**config.mk**
```make
export PLATFORM = sky130hd
export DESIGN_NAME = reg_file_sb_flat
export DESIGN_NICKNAME = d
export VERILOG_FILES = /design/src/rtl/reg_file_sb_if.sv /design/src/rtl/reg_file_sb.sv /design/src/flat_wrapper.sv
export SDC_FILE = /design/constraint.sdc
export NUM_CORES = 2
export LEC_CHECK = 0
export CAP_MARGIN = 20
export CORE_UTILIZATION = 40
export DETAILED_ROUTE_END_ITERATION = 8
export SYNTH_ARGS = -nofsm -noshare
export SYNTH_HDL_FRONTEND = slang
export SYNTH_SLANG_ARGS = --single-unit
```
**constraint.sdc**
```tcl
create_clock -name clk -period 19.7 [get_ports clk]
set_input_delay 1.97 -clock clk [delete_from_list [all_inputs] [get_ports clk]]
set_output_delay 1.97 -clock clk [all_outputs]
set_load 0.03 [all_outputs]
```
**src/rtl/reg_file_sb_if.sv**
```systemverilog
// Write-back / decode interface of the integer register file + scoreboard.
// master: pipeline side (WB stage and ID stage). slave: register file.
interface reg_file_sb_if #(
    parameter int XLEN = 64
);
    logic            RegWriteW;
    logic [4:0]      RD_W;
    logic [XLEN-1:0] WriteData;
    logic [4:0]      RS1_D;
    logic [4:0]      RS2_D;
    logic            UseRs1D;
    logic            UseRs2D;
    logic [XLEN-1:0] RD1_D;
    logic [XLEN-1:0] RD2_D;
    logic            IssueValidD;
    logic            IssueRegWriteD;
    logic [4:0]      IssueRdD;
    logic            StallD;
    logic            SbErr;

    modport master (
        output RegWriteW, RD_W, WriteData,
        output RS1_D, RS2_D, UseRs1D, UseRs2D,
        output IssueValidD, IssueRegWriteD, IssueRdD,
        input  RD1_D, RD2_D, StallD, SbErr
    );

    modport slave (
        input  RegWriteW, RD_W, WriteData,
        input  RS1_D, RS2_D, UseRs1D, UseRs2D,
        input  IssueValidD, IssueRegWriteD, IssueRdD,
        output RD1_D, RD2_D, StallD, SbErr
    );
endinterface

```
**src/rtl/reg_file_sb.sv**
```systemverilog
// Integer register file (x0 hardwired to zero) with a per-register
// in-flight write scoreboard. ID is stalled on RAW hazards and when a
// destination's in-flight counter is saturated; there is no forwarding.
// Optional build macro: WB_BYPASS_EN -- write-through of the WB write to
// the read ports and early hazard release in the WB cycle.
module reg_file_sb #(
    parameter int XLEN  = 64,
    parameter int NREGS = 32,
    parameter int CNT_W = 2
) (
    input  logic         clk,
    input  logic         rst,
    reg_file_sb_if.slave bus
);
    localparam logic [CNT_W-1:0] CNT_MAX = '1;

    logic [XLEN-1:0]  regs [NREGS];
    logic [CNT_W-1:0] cnt  [NREGS];
    logic             sb_err;

    logic [CNT_W-1:0] cnt_rs1;
    logic [CNT_W-1:0] cnt_rs2;
    logic [CNT_W-1:0] cnt_rd;
    logic [CNT_W-1:0] cnt_wb;
    logic             haz_rs1;
    logic             haz_rs2;
    logic             sat_rd;
    logic             stall;
    logic             accept;
    logic             wb_live;
    logic [NREGS-1:0] inc;
    logic [NREGS-1:0] dec;

    assign wb_live = bus.RegWriteW && (bus.RD_W != 5'd0);
    assign cnt_rs1 = cnt[bus.RS1_D];
    assign cnt_rs2 = cnt[bus.RS2_D];
    assign cnt_rd  = cnt[bus.IssueRdD];
    assign cnt_wb  = cnt[bus.RD_W];

    // Read ports and hazard detection; the same-cycle WB write optionally short-circuits both.
    always_comb begin
        bus.RD1_D = (bus.RS1_D == 5'd0) ? '0 : regs[bus.RS1_D];
        bus.RD2_D = (bus.RS2_D == 5'd0) ? '0 : regs[bus.RS2_D];
        haz_rs1   = (bus.RS1_D != 5'd0) && (cnt_rs1 != '0);
        haz_rs2   = (bus.RS2_D != 5'd0) && (cnt_rs2 != '0);
`ifdef WB_BYPASS_EN
        if (wb_live && (bus.RD_W == bus.RS1_D)) begin
            bus.RD1_D = bus.WriteData;
            if (cnt_rs1 == CNT_W'(1)) haz_rs1 = 1'b0;
        end
        if (wb_live && (bus.RD_W == bus.RS2_D)) begin
            bus.RD2_D = bus.WriteData;
            if (cnt_rs2 == CNT_W'(1)) haz_rs2 = 1'b0;
        end
`endif
    end

    assign sat_rd = bus.IssueRegWriteD && (bus.IssueRdD != 5'd0) && (cnt_rd == CNT_MAX);
    assign stall  = bus.IssueValidD &&
                    ((bus.UseRs1D && haz_rs1) || (bus.UseRs2D && haz_rs2) || sat_rd);
    assign accept = bus.IssueValidD && !stall;

    assign bus.StallD = stall;
    assign bus.SbErr  = sb_err;

    // Per-register increment on accepted issue, decrement on retiring WB write.
    always_comb begin
        inc = '0;
        dec = '0;
        for (int r = 1; r < NREGS; r++) begin
            inc[r] = accept && bus.IssueRegWriteD && (bus.IssueRdD == 5'(r));
            dec[r] = wb_live && (bus.RD_W == 5'(r)) && (cnt[r] != '0);
        end
    end

    // Register data, in-flight counters and the sticky scoreboard error flag.
    always_ff @(posedge clk) begin
        if (rst) begin
            for (int r = 0; r < NREGS; r++) begin
                regs[r] <= '0;
                cnt[r]  <= '0;
            end
            sb_err <= 1'b0;
        end else begin
            if (wb_live) begin
                regs[bus.RD_W] <= bus.WriteData;
                if (cnt_wb == '0) sb_err <= 1'b1;
            end
            for (int r = 1; r < NREGS; r++) begin
                if (inc[r] && !dec[r])      cnt[r] <= cnt[r] + CNT_W'(1);
                else if (dec[r] && !inc[r]) cnt[r] <= cnt[r] - CNT_W'(1);
            end
        end
    end
endmodule

```
**src/flat_wrapper.sv**
```systemverilog
// flat-port wrapper written by rule: the top's interface ports become plain ports
module reg_file_sb_flat 
#(
    parameter int XLEN  = 64,
    parameter int NREGS = 32,
    parameter int CNT_W = 2
)
  (clk, rst, bus_RegWriteW, bus_RD_W, bus_WriteData, bus_RS1_D, bus_RS2_D, bus_UseRs1D, bus_UseRs2D, bus_IssueValidD, bus_IssueRegWriteD, bus_IssueRdD, bus_RD1_D, bus_RD2_D, bus_StallD, bus_SbErr);
  reg_file_sb_if #(.XLEN(XLEN)) bus_i ();
  input  logic clk;
  input  logic rst;
  input wire logic [$bits(bus_i.RegWriteW)-1:0] bus_RegWriteW;
  input wire logic [$bits(bus_i.RD_W)-1:0] bus_RD_W;
  input wire logic [$bits(bus_i.WriteData)-1:0] bus_WriteData;
  input wire logic [$bits(bus_i.RS1_D)-1:0] bus_RS1_D;
  input wire logic [$bits(bus_i.RS2_D)-1:0] bus_RS2_D;
  input wire logic [$bits(bus_i.UseRs1D)-1:0] bus_UseRs1D;
  input wire logic [$bits(bus_i.UseRs2D)-1:0] bus_UseRs2D;
  input wire logic [$bits(bus_i.IssueValidD)-1:0] bus_IssueValidD;
  input wire logic [$bits(bus_i.IssueRegWriteD)-1:0] bus_IssueRegWriteD;
  input wire logic [$bits(bus_i.IssueRdD)-1:0] bus_IssueRdD;
  output wire logic [$bits(bus_i.RD1_D)-1:0] bus_RD1_D;
  output wire logic [$bits(bus_i.RD2_D)-1:0] bus_RD2_D;
  output wire logic [$bits(bus_i.StallD)-1:0] bus_StallD;
  output wire logic [$bits(bus_i.SbErr)-1:0] bus_SbErr;
  assign bus_i.RegWriteW = bus_RegWriteW;
  assign bus_i.RD_W = bus_RD_W;
  assign bus_i.WriteData = bus_WriteData;
  assign bus_i.RS1_D = bus_RS1_D;
  assign bus_i.RS2_D = bus_RS2_D;
  assign bus_i.UseRs1D = bus_UseRs1D;
  assign bus_i.UseRs2D = bus_UseRs2D;
  assign bus_i.IssueValidD = bus_IssueValidD;
  assign bus_i.IssueRegWriteD = bus_IssueRegWriteD;
  assign bus_i.IssueRdD = bus_IssueRdD;
  assign bus_RD1_D = bus_i.RD1_D;
  assign bus_RD2_D = bus_i.RD2_D;
  assign bus_StallD = bus_i.StallD;
  assign bus_SbErr = bus_i.SbErr;
  reg_file_sb #(.XLEN(XLEN), .NREGS(NREGS), .CNT_W(CNT_W)) u_core (.clk(clk), .rst(rst), .bus(bus_i));
endmodule
```
==> flow_summary.json <==
{
  "arrival_ns": 7.62,
  "numPortBuffers": 220,
  "yosysTopAreaCell": "edfxtp_1",
  "p_leak_nw": 42.4,
  "path_cells": "buf_8 > buf_4 > buf_4 > buf_4 > mux4_2 > mux4_2 > mux2i_1 > nor2_1 > clkdlybuf4s50_1",
  "core_um2": 282000,
  "hold_buffers": 0,
  "yosysSeqAreaShare": 0.558,
  "crit_fanout": 67,
  "antenna_found_initial": 73,
  "numCtsBuffers": 229,
  "vias": 70600,
  "num_io_pins": 221,
  "clockBufferDepth": 4,
  "hpwl_um": 226000,
  "routedWlPerCell_um": 37.3,
  "synth_flop_cell": "edfxtp_1",
  "initial_core_util": 0.402,
  "irDropWorstVdd_v": 0.0000933,
  "cp.buffers_inverters": 5,
  "final_antenna_net_count": 0,
  "area_growth_pct": 12.4,
  "tritoncts": "done",
  "cts_setup_buffers": 0,
  "synthTopCellsByArea": "edfxtp_1 (56%), mux4_2 (26%), and2_1 (11%)",
  "path_delay_family": "buffers and inverters",
  "stdcell_count": 11000,
  "routed_via_density": 6.42,
  "clock_skew_ns": 0.0127,
  "r2r_slack_ns": 16.05,
  "first_iter_violations": 12400,
  "layout_min_cycle_time_ns": 9.59,
  "async_flop_share": 0,
  "crit_required_ns": 17.73,
  "die_area_um2": 286000,
  "cts.sinks": 2111,
  "crit_top_cell": "buf_4",
  "grtUsageTotal": 0.285,
  "grt_pass1_wl_um": 566000,
  "dieHeight_um": 535,
  "syn_inst": 7074,
  "rsz0062_at_grt": "false",
  "hp-class": "reg -> reg",
  "setup-tns-final_ns": 0,
  "placementRows": 195,
  "hold_viol_final": 0,
  "tightestPinTransition_ns": 1.41,
  "slew_viol_final": 0,
  "maxCapViolCount": 0,
  "slowest_delay_ns": 0.89,
  "slowest_stage": "buf_4",
  "whs_ns": 0.507,
  "post_cts_resize_count": 0,
  "critical_path.endpoint_type": "output port",
  "overflow": 0,
  "grt_pass1_vias": 70500,
  "worstSetupStartpointType": "input port",
  "ys_ff_latch": 2111,
  "yosysWarnings": 0,
  "max_freq_ghz": 0.104,
  "powerDensity_nw_per_um2": 87.8,
  "finalCritPeriodShare": 0.487,
  "clk_pin_slew_ns": 0.06,
  "drive_above_1_share": 0.270,
  "grt_max_degree": 135,
  "drt_first_pass_iters": 6,
  "synth_top_area_frac": 0.558,
  "gp_congestion": 0.819,
  "synth_area_per_cell_um2": 16.0,
  "power_w": 0.0112,
  "drc_errors": 0,
  "cts_max_level": 4,
  "nets": 7126,
  "crit_type": "in -> out",
  "slew-limit-headroom": 0.0625,
  "synth_area_um2": 114000,
  "wirelength_um": 411000,
  "synth-edff-count": 2110,
  "cts_root_buf": "clkbuf_16",
  "synth_cell_type_count": 64,
  "finalSetupViolCount": 0,
  "status": "completed",
  "clk_latency_ns": 0.86,
  "die_w_um": 535,
  "place_inst": 10500
}
tightest hold or removal path, cell delays in order (launching register included):
cell,delay (ns)
dfxtp_1,0.34
a21oi_1,0.05
nor2_1,0.09
per-layer routing:
layer,global-route usage,share of wire
met1,0.390,0.38
met2,0.445,0.47
met3,0.0679,0.12
met4,0.100,0.034
met5,0,0.00036
Yosys cell counts (5+ instances only):
| master | count |
|---|---|
| a2111oi_0 | 6 |
| a211oi_1 | 12 |
| a21oi_1 | 24 |
| a221oi_1 | 6 |
| a22oi_1 | 5 |
| and2_1 | 1988 |
| and3_1 | 5 |
| buf_1 | 125 |
| buf_2 | 11 |
| clkbuf_1 | 611 |
| edfxtp_1 | 2110 |
| inv_1 | 74 |
| mux2i_1 | 70 |
| mux4_2 | 1316 |
| nand2_1 | 151 |
| nand2b_1 | 5 |
| nand3_1 | 31 |
| nand4b_1 | 9 |
| nor2_1 | 185 |
| nor2b_1 | 17 |
| nor3_1 | 46 |
| nor3b_1 | 14 |
| nor4_1 | 11 |
| nor4_2 | 14 |
| nor4_4 | 8 |
| nor4b_1 | 5 |
| o21ai_0 | 108 |
| or2_2 | 6 |
| or3_1 | 9 |
| xnor2_1 | 23 |
| xor2_1 | 10 |
flip-flops by register name (all words and copies together), names as in the netlist:
name	flops
u_core.bus.SbErr	1
u_core.cnt	62
u_core.regs	2048
layout make-up:
| class | instances | area, µm² |
|---|---|---|
| clock buffer | 264 | 5860 |
| antenna | 42 | 105 |
| sequential | 2111 | 63400 |
| fill | 24200 | 155000 |
| inverter | 74 | 288 |
| timing repair buffer | 416 | 3970 |
| tap | 3743 | 4680 |
| multi-input combinational | 4202 | 47800 |
| clock inverter | 146 | 1480 |
cell families (layout without fill, tap and decap cells):
family / after synthesis / after routing / synth area share
AND/OR/NAND/NOR: 2518 / 2518 / 0.133
XOR/XNOR: 33 / 33 / 0.00255
buffers and inverters: 824 / 900 / 0.0275
adder cells (fa/ha/maj): 1 / 1 / 0.000110
multiplexers: 1390 / 1390 / 0.268
flip-flops: 2111 / 2111 / 0.558
AO/OA/AOI/OAI: 196 / 196 / 0.0106
other: 1 / 106 / 0.0000330
through the flow:
step	instance area (µm²)	setup WS [ns]	utilization
floorplan	114000	11.33	-
global placement	120000	9.95	0.425
detailed placement	120000	9.97	0.425
CTS	127000	9.98	0.451
global route	128000	9.75	0.452
finish	128000	10.11	0.452
report_power, final:
part	internal, W	switching, W
clock network	0.00250	0.00185
logic	0.000650	0.000885
registers	0.00519	0.000130
final timing paths:
path / from / endpoint / cells after the start
max: bus_RS2_D[0] / bus_RD2_D[1] / 9
min: u_core.bus.SbErr / u_core.bus.SbErr / 2
max reg2reg: u_core.cnt[24][0] / u_core.cnt[26][0] / 9
min reg2reg: u_core.bus.SbErr / u_core.bus.SbErr / 2
cell usage in the layout (no fill, tap or decap), types with 8 or more instances in the layout:
cell type        instances
a211oi_1                12
a21oi_1                 24
and2_1                1988
buf_12                  16
buf_4                  176
buf_8                    8
bufinv_16               29
clkbuf_1                35
clkbuf_16              229
clkdlybuf4s50_1        210
clkinv_1                56
clkinv_2                45
clkinvlp_4               8
conb_1                  64
diode_2                 42
edfxtp_1              2110
inv_1                   72
mux2i_1                 70
mux4_2                1316
nand2_1                148
nand3_1                 31
nand4b_1                 9
nor2_1                 157
nor2_4                  28
nor2b_1                 17
nor3_1                  42
nor3b_1                 14
nor4_1                  11
nor4_2                  14
nor4_4                   8
o21ai_0                 78
o21ai_4                 29
or3_1                    9
xnor2_1                 23
xor2_1                  10
(Power assumes the default switching activity.)
